--- src/rtl/iddr_ds_rx.sv ---
// Differential DDR lane receiver: IBUFDS -> IDDR (same-edge pipelined) -> bit-slip gearbox -> training FSM -> 4-deep FIFO.
// Optional RX_LANE_INVERT_EN adds an inv input that inverts both IDDR bits ahead of the gearbox.
module iddr_ds_rx #(
  parameter string             IOSTANDARD    = "DIFF_SSTL15",
  parameter string             IBUF_LOW_PWR  = "TRUE",
  parameter int                WORD_W        = 8,
  parameter logic [WORD_W-1:0] TRAIN_PATTERN = WORD_W'(8'hA5),
  parameter int                MATCH_CNT     = 4
) (
  input  logic              clk,
  input  logic              rst,
  input  logic              dq,
  input  logic              ndq,
  input  logic              train,
`ifdef RX_LANE_INVERT_EN
  input  logic              inv,
`endif
  output logic [WORD_W-1:0] dout,
  output logic              dout_valid,
  input  logic              dout_ready,
  output logic              locked,
  output logic              train_fail,
  output logic              overflow
);

  localparam int HALF   = WORD_W / 2;
  localparam int HIST_W = 2 * WORD_W;
  localparam int SLIP_W = $clog2(WORD_W);
  localparam int PH_W   = (HALF > 1) ? $clog2(HALF) : 1;
  localparam int MIS_W  = $clog2(2 * WORD_W + 1);
  localparam int MC_W   = 4;
  localparam int DEPTH  = 4;

  typedef enum logic [1:0] {
    ST_IDLE,
    ST_SEARCH,
    ST_LOCKED
  } state_t;

  // Differential input buffer
  logic pad;

  if (IOSTANDARD != "" && (IBUF_LOW_PWR == "TRUE" || IBUF_LOW_PWR == "FALSE")) begin : g_ibufds
    assign pad = dq & ~ndq;
  end else begin : g_ibuf_se
    // Unrecognised buffer attributes: fall back to single-ended P-side sensing.
    assign pad = dq;
  end

  // IDDR: rising and falling samples re-registered together on the next rising edge
  logic rise_s;
  logic fall_s;
  logic q1;
  logic q2;

  always_ff @(posedge clk or posedge rst) begin
    if (rst) begin
      rise_s <= 1'b0;
    end else begin
      rise_s <= pad;
    end
  end

  always_ff @(negedge clk or posedge rst) begin
    if (rst) begin
      fall_s <= 1'b0;
    end else begin
      fall_s <= pad;
    end
  end

  always_ff @(posedge clk or posedge rst) begin
    if (rst) begin
      q1 <= 1'b0;
      q2 <= 1'b0;
    end else begin
      q1 <= rise_s;
      q2 <= fall_s;
    end
  end

  logic [1:0] pair;

`ifdef RX_LANE_INVERT_EN
  assign pair = {q2, q1} ^ {2{inv}};
`else
  assign pair = {q2, q1};
`endif

  // Gearbox: newest pair enters at the top so lower history bits are earlier on the wire
  logic [HIST_W-1:0] hist;
  logic [PH_W-1:0]   phase;
  logic [SLIP_W-1:0] slip;
  logic              boundary;
  logic [WORD_W-1:0] cand;

  always_ff @(posedge clk or posedge rst) begin
    if (rst) begin
      hist  <= '0;
      phase <= '0;
    end else begin
      hist  <= {pair, hist[HIST_W-1:2]};
      phase <= (phase == PH_W'(HALF - 1)) ? '0 : phase + 1'b1;
    end
  end

  assign boundary = (phase == PH_W'(HALF - 1));
  assign cand     = hist[slip +: WORD_W];

  // Training / alignment FSM
  state_t            state;
  state_t            state_n;
  logic [SLIP_W-1:0] slip_n;
  logic [MC_W-1:0]   match_cnt;
  logic [MC_W-1:0]   match_n;
  logic [MIS_W-1:0]  mis_cnt;
  logic [MIS_W-1:0]  mis_n;
  logic              fail_n;
  logic              arm;
  logic              arm_n;
  logic              train_q;
  logic              train_rise;
  logic              push;

  assign train_rise = train & ~train_q;

  always_ff @(posedge clk or posedge rst) begin
    if (rst) begin
      state      <= ST_IDLE;
      slip       <= '0;
      match_cnt  <= '0;
      mis_cnt    <= '0;
      arm        <= 1'b1;
      train_q    <= 1'b0;
      train_fail <= 1'b0;
      locked     <= 1'b0;
    end else begin
      state      <= state_n;
      slip       <= slip_n;
      match_cnt  <= match_n;
      mis_cnt    <= mis_n;
      arm        <= arm_n;
      train_q    <= train;
      train_fail <= fail_n;
      locked     <= (state_n == ST_LOCKED);
    end
  end

  always_comb begin
    state_n = state;
    slip_n  = slip;
    match_n = match_cnt;
    mis_n   = mis_cnt;
    fail_n  = train_fail;
    arm_n   = arm | ~train;
    push    = 1'b0;
    case (state)
      ST_IDLE: begin
        if (boundary && train && arm) begin
          state_n = ST_SEARCH;
          match_n = '0;
          mis_n   = '0;
          fail_n  = 1'b0;
        end
      end
      ST_SEARCH: begin
        if (boundary) begin
          if (cand == TRAIN_PATTERN) begin
            match_n = match_cnt + 1'b1;
            if (match_cnt == MC_W'(MATCH_CNT - 1)) begin
              state_n = ST_LOCKED;
            end
          end else begin
            slip_n  = (slip == SLIP_W'(WORD_W - 1)) ? '0 : slip + 1'b1;
            match_n = '0;
            mis_n   = mis_cnt + 1'b1;
            // Out of slip positions twice over: give up until train is re-armed.
            if (mis_cnt == MIS_W'(2 * WORD_W - 1)) begin
              state_n = ST_IDLE;
              fail_n  = 1'b1;
              arm_n   = ~train;
            end
          end
        end
      end
      ST_LOCKED: begin
        push = boundary;
        if (train_rise) begin
          state_n = ST_SEARCH;
          match_n = '0;
          mis_n   = '0;
        end
      end
      default: begin
        state_n = ST_IDLE;
      end
    endcase
  end

  // Output FIFO: shift-register style so the head entry is the registered dout
  logic [WORD_W-1:0] fdat   [DEPTH];
  logic [WORD_W-1:0] sh_dat [DEPTH];
  logic [WORD_W-1:0] nx_dat [DEPTH];
  logic [DEPTH-1:0]  fvld;
  logic [DEPTH-1:0]  sh_vld;
  logic [DEPTH-1:0]  nx_vld;
  logic              pop;
  logic              placed;
  logic              ovf_n;

  always_comb begin
    pop = fvld[0] & dout_ready;
    for (int i = 0; i < DEPTH; i++) begin
      sh_vld[i] = fvld[i];
      sh_dat[i] = fdat[i];
    end
    if (pop) begin
      for (int i = 0; i < DEPTH - 1; i++) begin
        sh_vld[i] = fvld[i+1];
        sh_dat[i] = fdat[i+1];
      end
      sh_vld[DEPTH-1] = 1'b0;
    end
    nx_vld = sh_vld;
    nx_dat = sh_dat;
    placed = 1'b0;
    for (int i = 0; i < DEPTH; i++) begin
      if (push && !placed && !sh_vld[i]) begin
        nx_vld[i] = 1'b1;
        nx_dat[i] = cand;
        placed    = 1'b1;
      end
    end
    ovf_n = overflow | (push & sh_vld[DEPTH-1]);
  end

  always_ff @(posedge clk or posedge rst) begin
    if (rst) begin
      fvld     <= '0;
      overflow <= 1'b0;
      for (int i = 0; i < DEPTH; i++) begin
        fdat[i] <= '0;
      end
    end else begin
      fvld     <= nx_vld;
      overflow <= ovf_n;
      for (int i = 0; i < DEPTH; i++) begin
        fdat[i] <= nx_dat[i];
      end
    end
  end

  assign dout       = fdat[0];
  assign dout_valid = fvld[0];

endmodule
--- config.mk ---
export PLATFORM = sky130hd
export DESIGN_NAME = iddr_ds_rx
export DESIGN_NICKNAME = d
export VERILOG_FILES = /design/src/rtl/iddr_ds_rx.sv
export SDC_FILE = /design/constraint.sdc
export NUM_CORES = 1
export LEC_CHECK = 0
export ABC_AREA = 1
export BUFFER_PORTS_ARGS = -buffer_cell sky130_fd_sc_hd__clkbuf_2
export CORE_MARGIN = 10
export CORE_UTILIZATION = 60
export DETAILED_ROUTE_END_ITERATION = 10
export PLACE_DENSITY = 0.78
export SYNTH_ARGS = -nofsm -noshare
export SYNTH_HDL_FRONTEND = slang
export SYNTH_SLANG_ARGS = --single-unit
--- constraint.sdc ---
create_clock -name clk -period 2.97 [get_ports clk]
set_input_delay 0.594 -clock clk [delete_from_list [all_inputs] [get_ports clk]]
set_output_delay 0.594 -clock clk [all_outputs]
set_load 0.05 [all_outputs]
* Yosys cells after proc, flatten, opt, wreduce, memory -nomap -nowiden
Index checks and enable logic that the tools add are counted.
** Storage, ports and cells
- Output and inout bits :: 12
- Logic and storage cells :: 115
- Bits in registers :: 77
** Cells by class
- Shift operators :: 1
- Reduce and logical (&&, ||, !) cells :: 26
- Eq/ne operators :: 13
- Add/sub/neg operators :: 4
- Multiplexer cells :: 41
- Bitwise logic cells :: 10
** Operator list (count)
- $mux W24 :: 1
- $mux W8 :: 3
- $mux W4 :: 5
- $mux W5 :: 4
- $mux W1 :: 16
- $shiftx A16 B4 Y8 :: 1
- $pmux W5 S3 :: 1
- $mux W2 :: 7
- $pmux W4 S3 :: 1
- $ne A2 B2 Y1 const B :: 5
- $reduce_and A5 Y1 :: 2
- $logic_and A1 B1 Y1 :: 9
- $eq A8 B8 Y1 const B :: 1
- $reduce_bool A2 Y1 :: 4
- $logic_not A1 Y1 :: 7
- $eq A2 B2 Y1 const B :: 3
- $pmux W2 S3 :: 1
- $add A5 B1 Y5 const B :: 1
- $eq A5 B4 Y1 const B :: 1
- $add A4 B1 Y4 const B :: 1
- $and A1 B1 Y1 :: 4
- $eq A4 B2 Y1 const B :: 1
- $not A1 Y1 :: 4
- $reduce_and A4 Y1 :: 1
- 10 further kinds :: 11

* Longest topological paths before layout
Gate-level depths: netlist (run 1).
- Depth after elaboration :: 17
- Mapped depth :: 15
- Depth with buffers taken out :: 13

==> out/qor.csv, run 1 <==
stage;metric;value;unit
status;run_status;complete, no violations;
clocking;clk_latency;0.34;ns
timing;hold_viol;0;
clocking;cts_root_buf;clkbuf_8;
timing;setup_ws;0.695;ns
floorplan;die_height;99.3;um
detailed_routing;vias;2798;
power;powerDensity;853;nW/um^2
logic_synthesis;synth.distinct_cells;41;
floorplan;io_pins;18;
final_layout;final_nets;456;
logic_synthesis;syn_area;3770;sq um
global_route;grt_overflow;0;
final_layout;diodes;0;
logic_synthesis;synth_edf_count;0;
global_route;grt_max_degree;77;
floorplan;die_area;9860;sq um
final_layout;drive_gt1_share;16.5;%
timing;post-route-period-util;76.6;%
clocking;cts-resized-gates;0;
min_path;hp-class;reg -> reg;
power;ir_drop;0.517;mV
logic_synthesis;synth_nets;447;
detailed_routing;drt-vias-per-instance;5.34;
logic_synthesis;synth.area.mux_share;0.265;%
worst_setup_path;worstSetupPathType;reg -> reg;
detailed_routing;drt-initial-drc-count;112;
clocking;clockBufferDepth;2;
logic_synthesis;yosysTopAreaCell;dfrtp_1;
worst_setup_path;worstPathMaxFanout;14;
placement;placement.io_buffers;17;
clocking;postCtsSetupBuffers;0;
logic_synthesis;synth.avg_cell_area;8.67;sq um
worst_setup_path;end_kind;flop;
logic_synthesis;yosys.area_share.simple;27.2;%
timing;maxSlewViolCount;0;
logic_synthesis;synthXorXnorAreaFrac;0.928;%
worst_setup_path;cpMaxStageDelayCell;dfrtp_1;
logic_synthesis;synth_seq_cells;77;
global_route;track_usage;15.1;%
logic_synthesis;synth_compound_area_share;9.78;%
power;finalPower;3.41;mW
clocking;htreeDepth;3;
logic_synthesis;synth_top_area_share;49.7;%
floorplan;die_w;99.3;um
placement;dpl_cell_area;3820;sq um
worst_setup_path;crit_top_cell;inv_1;
timing;grt_setup_unrepaired;no;
flow_run;cap_viol_max_count;0;
logic_synthesis;syn_inst;435;
logic_synthesis;synthTopCellsByArea;dfrtp_1 (50%), nand2_1 (12%), nand3_1 (6.4%);
detailed_routing;avgRoutedWirePerCell;13.5;um
detailed_routing;drt-total-wl;7.09;mm
logic_synthesis;synth_fa_ha_area_share;1.99;%
clocking;holdBufCountCts;0;
floorplan;start_util;62.6;%
final_layout;finish.utilization;66.3;%
worst_setup_path;setup.worst_path.start_class;flop;
detailed_routing;postRouteAntennaNets;0;
timing;tns;0;ns
clocking;clk_pin_slew;0.07;ns
timing;finalSetupViolCount;0;
worst_setup_path;worstPathCellList;ha_1, inv_1, nor2_2, nand2_1, inv_1, nor2_1, inv_1, o221ai_1, inv_1;
timing;max_slew_margin;38.2;%
clocking;cts_sinks;77;
detailed_routing;drc_errors;0;
final_layout;final_area;3990;sq um
global_route;grt_antenna_before_repair;0;
timing;fmax;0.440;GHz
global_route;grt_pass1_wl;12.3;mm
worst_setup_path;max_stage_delay;0.38;ns
logic_synthesis;synthFlopType;dfrtp_1;
detailed_routing;first_pass_iters;4;
timing;clock_skew;0.0121;ns
logic_synthesis;synth_seq_area_share;51.1;%
logic_synthesis;yosysMostFrequentCell;nand2_1;
final_layout;multi_input_area;1520;sq um
final_layout;fill_cells;507;
floorplan;fp.coreArea;6030;sq um
clocking;cts_tree;yes;
placement;dpl.hpwl;5.00;mm
worst_setup_path;cp.required;3.20;ns
power;leakage;2.03;nW
floorplan;rows;28;
final_layout;syn2layout_area_growth;5.84;%
logic_synthesis;yosys_warnings;0;
final_layout;ff_latch_area;1930;sq um
logic_synthesis;netlist_top_cells_count;nand2_1 (124), dfrtp_1 (75), nand3_1 (48);
logic_synthesis;synth_top_family_by_area;simple AND/OR/NAND/NOR gates;
timing;tightest_slew;0.927;ns
placement;routabilityCongestion;0.875;
logic_synthesis;synthArstFlopShare;100;%
worst_setup_path;worstPathArrival;2.50;ns
placement;pre_cts_ws;0.563;ns
global_route;grt_pass1_vias;2700;
timing;min_period;2.28;ns
clocking;numCtsBuffers;9;
==> logic make-up after synthesis <==
group | count (synthesis)
multiplexers | 1
AND/OR/NAND/NOR | 226
flip-flops | 77
adder cells (fa/ha/maj) | 6
buffers and inverters | 66
AO/OA/AOI/OAI | 55
XOR/XNOR | 4
==> critical path: cells and delay by family, from the launching register on <==
kind | cells | cell delay (ns)
flip-flops | 1 | 0.38
adder cells (fa/ha/maj) | 1 | 0.24
AO/OA/AOI/OAI | 1 | 0.20
buffers and inverters | 4 | 0.55
AND/OR/NAND/NOR | 3 | 0.77
==> report_power, final <==
| part | total [mW] | internal (mW) | switching, mW |
|---|---|---|---|
| Combinational | 1.28 | 0.367 | 0.913 |
| Clock | 0.706 | 0.342 | 0.364 |
| Sequential | 1.42 | 1.23 | 0.187 |
| Total | 3.41 | 1.94 | 1.46 |
==> per-layer routing <==
metal / wire length, um / track usage [%] / share of wire [%] / up-vias
met5: 0 / 0 / 0 / -
met4: 127 / 6.17 / 1.8 / 0
met3: 338 / 4.84 / 4.8 / 8
met2: 3320 / 23.7 / 47 / 51
met1: 3310 / 18.8 / 47 / 1314
li1: - / - / - / 1425
==> sequential cells by signal (all words and copies together), names as in the netlist, 2 cells and up <==
| signal | flops |
|---|---|
| fvld | 4 |
| dout | 8 |
| match_cnt | 4 |
| mis_cnt | 5 |
| fdat | 24 |
| phase | 2 |
| state | 2 |
| hist | 16 |
| slip | 3 |
==> placed cells by master (no fill, tap or decap), types with 8 or more instances in the layout <==
cell	n
inv_1	37
clkbuf_2	17
o21ai_0	15
dfrtp_1	75
clkbuf_8	11
o21ai_2	8
nand3_1	48
nor2_1	24
nand2_2	10
nand2_1	124
==> final timing paths <==
| path | startpoint | to | slack [ns] | depth (start not counted) |
|---|---|---|---|---|
| max | phase[0] | dout[6] | 0.69 | 9 |
| min | hist[15] | hist[13] | 0.35 | 0 |
| max reg2reg | phase[0] | dout[6] | 0.69 | 9 |
| min reg2reg | hist[15] | hist[13] | 0.35 | 0 |
| max in group asynchronous | rst | fall_s | 1.37 | 2 |
| min in group asynchronous | rst | rise_s | 0.56 | 3 |
==> cell type report <==
class                   instances  share of cell area [%]
clock buffers                  11                    3.79
inverters                      45                    4.51
flip-flops and latches         77                    48.3
repair buffers                 19                    2.51
well taps                      75                    2.35
clock inverters                 5                   0.627
multi-input cells             292                    37.9
==> stage by stage <==
| step | hold WS (ns) | std cells |
|---|---|---|
| finish | 0.352 | 524 |
| global route | 0.358 | 524 |
| CTS | 0.352 | 524 |
| detailed placement | 0.335 | 508 |
| global placement | 0.334 | 508 |
| floorplan | 0.331 | 435 |
Note: power is estimated with default switching activity, not from simulation.
==> run 2: changes to the inputs <==
--- a/config.mk
+++ b/config.mk
@@ -5,7 +5,7 @@
 export SDC_FILE = /design/constraint.sdc
 export NUM_CORES = 1
 export LEC_CHECK = 0
-export ABC_AREA = 1
+export ABC_AREA = 0
 export BUFFER_PORTS_ARGS = -buffer_cell sky130_fd_sc_hd__clkbuf_2
 export CORE_MARGIN = 10
 export CORE_UTILIZATION = 60
==> constraint.sdc (replaced) <==
create_clock -name clk -period 2.32 [get_ports clk]
set_input_delay 0.464 -clock clk [delete_from_list [all_inputs] [get_ports clk]]
set_output_delay 0.464 -clock clk [all_outputs]
set_load 0.05 [all_outputs]
==> run 2 against run 1 <==
Against the previous run: clock power up 31%; clock-buffer cell count up 2; clock skew up 0.0023 ns; setup slack worse by 0.67 ns; highest routed layer unchanged; critical path depth down 3; largest cell class unchanged; utilization up 5.4 points; sequential share of layout area down 3.3 points; first-iteration DRC count up 15%; flip-flop and latch count unchanged; non-clock buffer count up 38; critical path type unchanged; sequential power up 15%; synthesized area down 1.2%.
==> out/qor.csv, run 2 <==
stage;metric;value;unit;change
final_layout;layout.cells.non_filler;446;;-15%
logic_synthesis;syn_area;3730;sq um;-1.2%
clocking;htreeDepth;3;;unchanged
detailed_routing;drt-total-wl;7.39;mm;+4.2%
global_route;grt_antenna_before_repair;0;;unchanged
timing;clock_skew;0.0145;ns;+0.00235 ns
global_route;grt_overflow;0;;unchanged
global_route;grt_max_degree;77;;unchanged
status;run_status;complete, no violations;;
logic_synthesis;synth_top_family_by_area;multiplexers;;
logic_synthesis;synth_seq_cells;77;;unchanged
timing;post-route-period-util;99.0;%;+22 points
power;finalPower;4.10;mW;+20%
detailed_routing;drt-initial-drc-count;129;;+15%
detailed_routing;first_pass_iters;4;;unchanged
worst_setup_path;worstPathArrival;2.53;ns;+0.03 ns
final_layout;multi_input_area;1650;sq um;+9.2%
final_layout;layout.cells.most_common;dfrtp_1;;
logic_synthesis;synth.avg_cell_area;11.5;sq um;+33%
floorplan;fp.coreArea;5990;sq um;-0.58%
final_layout;drive_gt1_share;32.1;%;+16 points
timing;setup_ws;0.0225;ns;-0.672 ns
timing;tightest_slew;0.924;ns;-0.00269 ns
placement;place_inst;419;;-18%
worst_setup_path;setup.worst_path.start_class;flop;;
detailed_routing;wl_met2;3.63;mm;+9.5%
final_layout;fill_cells;414;;-18%
floorplan;io_pins;18;;unchanged
logic_synthesis;synth_seq_area_share;51.7;%;+0.63 points
power;powerDensity;954;nW/um^2;+12%
detailed_routing;met1_length;3.33;mm;+0.48%
logic_synthesis;synth_compound_area_share;13.3;%;+3.5 points
clocking;cts_tree;yes;;
logic_synthesis;synthTopCellsByArea;dfrtp_1 (50%), mux2_2 (5.1%), o21ai_0 (4.4%);;
logic_synthesis;synthFlopType;dfrtp_1;;
floorplan;start_util;62.2;%;-0.41 points
final_layout;ff_latch_area;1930;sq um;about the same
floorplan;die_height;98.8;um;-0.49%
logic_synthesis;synth_nets;335;;-25%
worst_setup_path;cp.required;2.56;ns;-0.64 ns
final_layout;largest_reg_flops;24;;unchanged
timing;max_slew_margin;38.4;%;+0.18 points
final_layout;final_nets;378;;-17%
timing;maxSlewViolCount;0;;unchanged
detailed_routing;postRouteAntennaNets;0;;unchanged
logic_synthesis;synth.area.mux_share;15.6;%;+15 points
placement;pre_cts_ws;-0.0389;ns;-0.602 ns
detailed_routing;drt-vias-per-instance;5.95;;+11%
timing;min_period;2.30;ns;+0.0224 ns
floorplan;die_w;98.8;um;-0.49%
power;leakage;1.95;nW;-3.9%
worst_setup_path;worstSetupPathType;reg -> reg;;
worst_setup_path;worstPathMaxFanout;6;;-8
detailed_routing;vias;2652;;-5.2%
clocking;cts_sinks;77;;unchanged
logic_synthesis;synth.distinct_cells;51;;+24%
timing;tns;0;ns;unchanged
logic_synthesis;syn_inst;323;;-26%
logic_synthesis;synth_edf_count;0;;unchanged
logic_synthesis;netlist_top_cells_count;dfrtp_1 (75), nand2_1 (37), o21ai_0 (33);;
timing;finalSetupViolCount;0;;unchanged
detailed_routing;wl_met3;288;um;-15%
logic_synthesis;yosys.area_share.simple;12.3;%;-15 points
final_layout;final_cell_mix;dfrtp_1 (74), nand2_1 (37), buf_4 (36), o21ai_0 (32), a21oi_1 (18);;
flow_run;cap_viol_max_count;0;;unchanged
timing;hold_viol;0;;unchanged
final_layout;syn2layout_area_growth;15.2;%;
clocking;clockBufferDepth;2;;unchanged
clocking;cts_root_buf;clkbuf_8;;
floorplan;die_area;9760;sq um;-0.98%
clocking;clk_latency;0.36;ns;+0.02 ns
logic_synthesis;synthArstFlopShare;100;%;unchanged
global_route;grt_pass1_vias;2651;;-1.8%
logic_synthesis;yosysMostFrequentCell;dfrtp_1;;
final_layout;regMostFlops;fdat;;
clocking;clk_pin_slew;0.07;ns;about the same
placement;routabilityCongestion;0.837;;-4.4%
logic_synthesis;synth_fa_ha_area_share;2.01;%;+0.025 points
global_route;track_usage;15.8;%;+0.69 points
clocking;holdBufCountCts;0;;unchanged
logic_synthesis;synth_top_area_share;50.4;%;+0.62 points
worst_setup_path;end_kind;flop;;
global_route;grt_pass1_wl;12.7;mm;+3.3%
logic_synthesis;yosysTopAreaCell;dfrtp_1;;
min_path;hp-class;in -> reg;;
floorplan;rows;28;;unchanged
timing;hold_slack;0.273;ns;-0.0790 ns
placement;placement.io_buffers;17;;unchanged
detailed_routing;drc_errors;0;;unchanged
logic_synthesis;synthXorXnorAreaFrac;0.235;%;-0.69 points
detailed_routing;top_layer_used;met4;;
power;ir_drop;0.673;mV;+30%
placement;dpl.hpwl;4.91;mm;-1.7%
timing;grt_setup_unrepaired;yes;;
detailed_routing;avgRoutedWirePerCell;16.6;um;+22%
logic_synthesis;yosys_warnings;0;;unchanged
final_layout;diodes;0;;unchanged
clocking;numCtsBuffers;9;;unchanged
timing;fmax;0.435;GHz;-0.97%
run 2: changes by cell type after synthesis, moves of 6 or more:
cell      previous run  this run
nand2b_1             0         6
nand3_1             48         7
clkbuf_1             2        12
a21oi_1              7        18
mux2_2               0        17
and3_1               1        11
nand2_1            124        37
o21ai_0             15        33
inv_1               38         9
nand2_2             10         0
mux4_2               0         7
o21ai_2              8         0
nor2_1              24         7
run 2: final cells by class:
| cell class | instances | area share [%] |
|---|---|---|
| Sequential cell | 77 | 44.9 |
| Multi-Input combinational cell | 212 | 38.5 |
| Clock buffer | 13 | 3.70 |
| Clock inverter | 3 | 0.466 |
| Inverter | 9 | 0.874 |
| Tap cell | 75 | 2.19 |
| Timing Repair Buffer | 57 | 9.32 |
run 2: repair_timing:
action                     4_1_cts  5_1_grt
resized for setup                5       14
setup endpoints to repair        7       18
buffers inserted                 9        2
hold endpoints to repair         0        0
pin swaps                        3        3
run 2: power by group:
group	leakage [nW]	total, mW	internal, mW	switching [mW]
registers	0.988	1.64	1.47	0.171
clock network	0.0857	0.922	0.446	0.476
logic	0.878	1.53	0.834	0.699
run 2: worst paths after layout:
path | from | endpoint | slack (ns) | cells past startpoint
setup / recovery | slip[0] | slip[1] | 0.02 | 6
hold / removal | ndq | rise_s | 0.27 | 2
setup reg to reg | slip[0] | slip[1] | 0.02 | 6
hold reg to reg | q2 | hist[15] | 0.36 | 0
max in group asynchronous | rst | fall_s | 1.17 | 2
min in group asynchronous | rst | fdat[5] | 0.45 | 3
run 2: worst max-delay path: stages (launching register included):
cell,delay (ns)
dfrtp_2,0.41
buf_6,0.15
mux4_2,0.56
mux2i_4,0.17
and4bb_2,0.30
a21oi_4,0.26
mux2_4,0.33
run 2: through the flow:
stage	instance area, sq um	utilization, %
2_1_floorplan	3730	-
3_3_place_gp	3980	66.4
3_5_place_dp	3980	66.4
4_1_cts	4230	70.5
5_1_grt	4290	71.7
6_report	4290	71.7
run 2: cells by family (layout without fill, tap and decap cells):
family          Yosys count  count (layout)
fa+ha+maj                 6               6
buf+inv                  34              82
mux                      38              38
xor+xnor                  1               1
flops                    77              77
compound gates           81              81
simple gates             86              86
run 2: per-layer routing:
layer	track usage, %	vias up
met5	0	-
met4	8.16	0
met3	3.77	14
met2	25.0	52
met1	19.7	1329
li1	-	1257
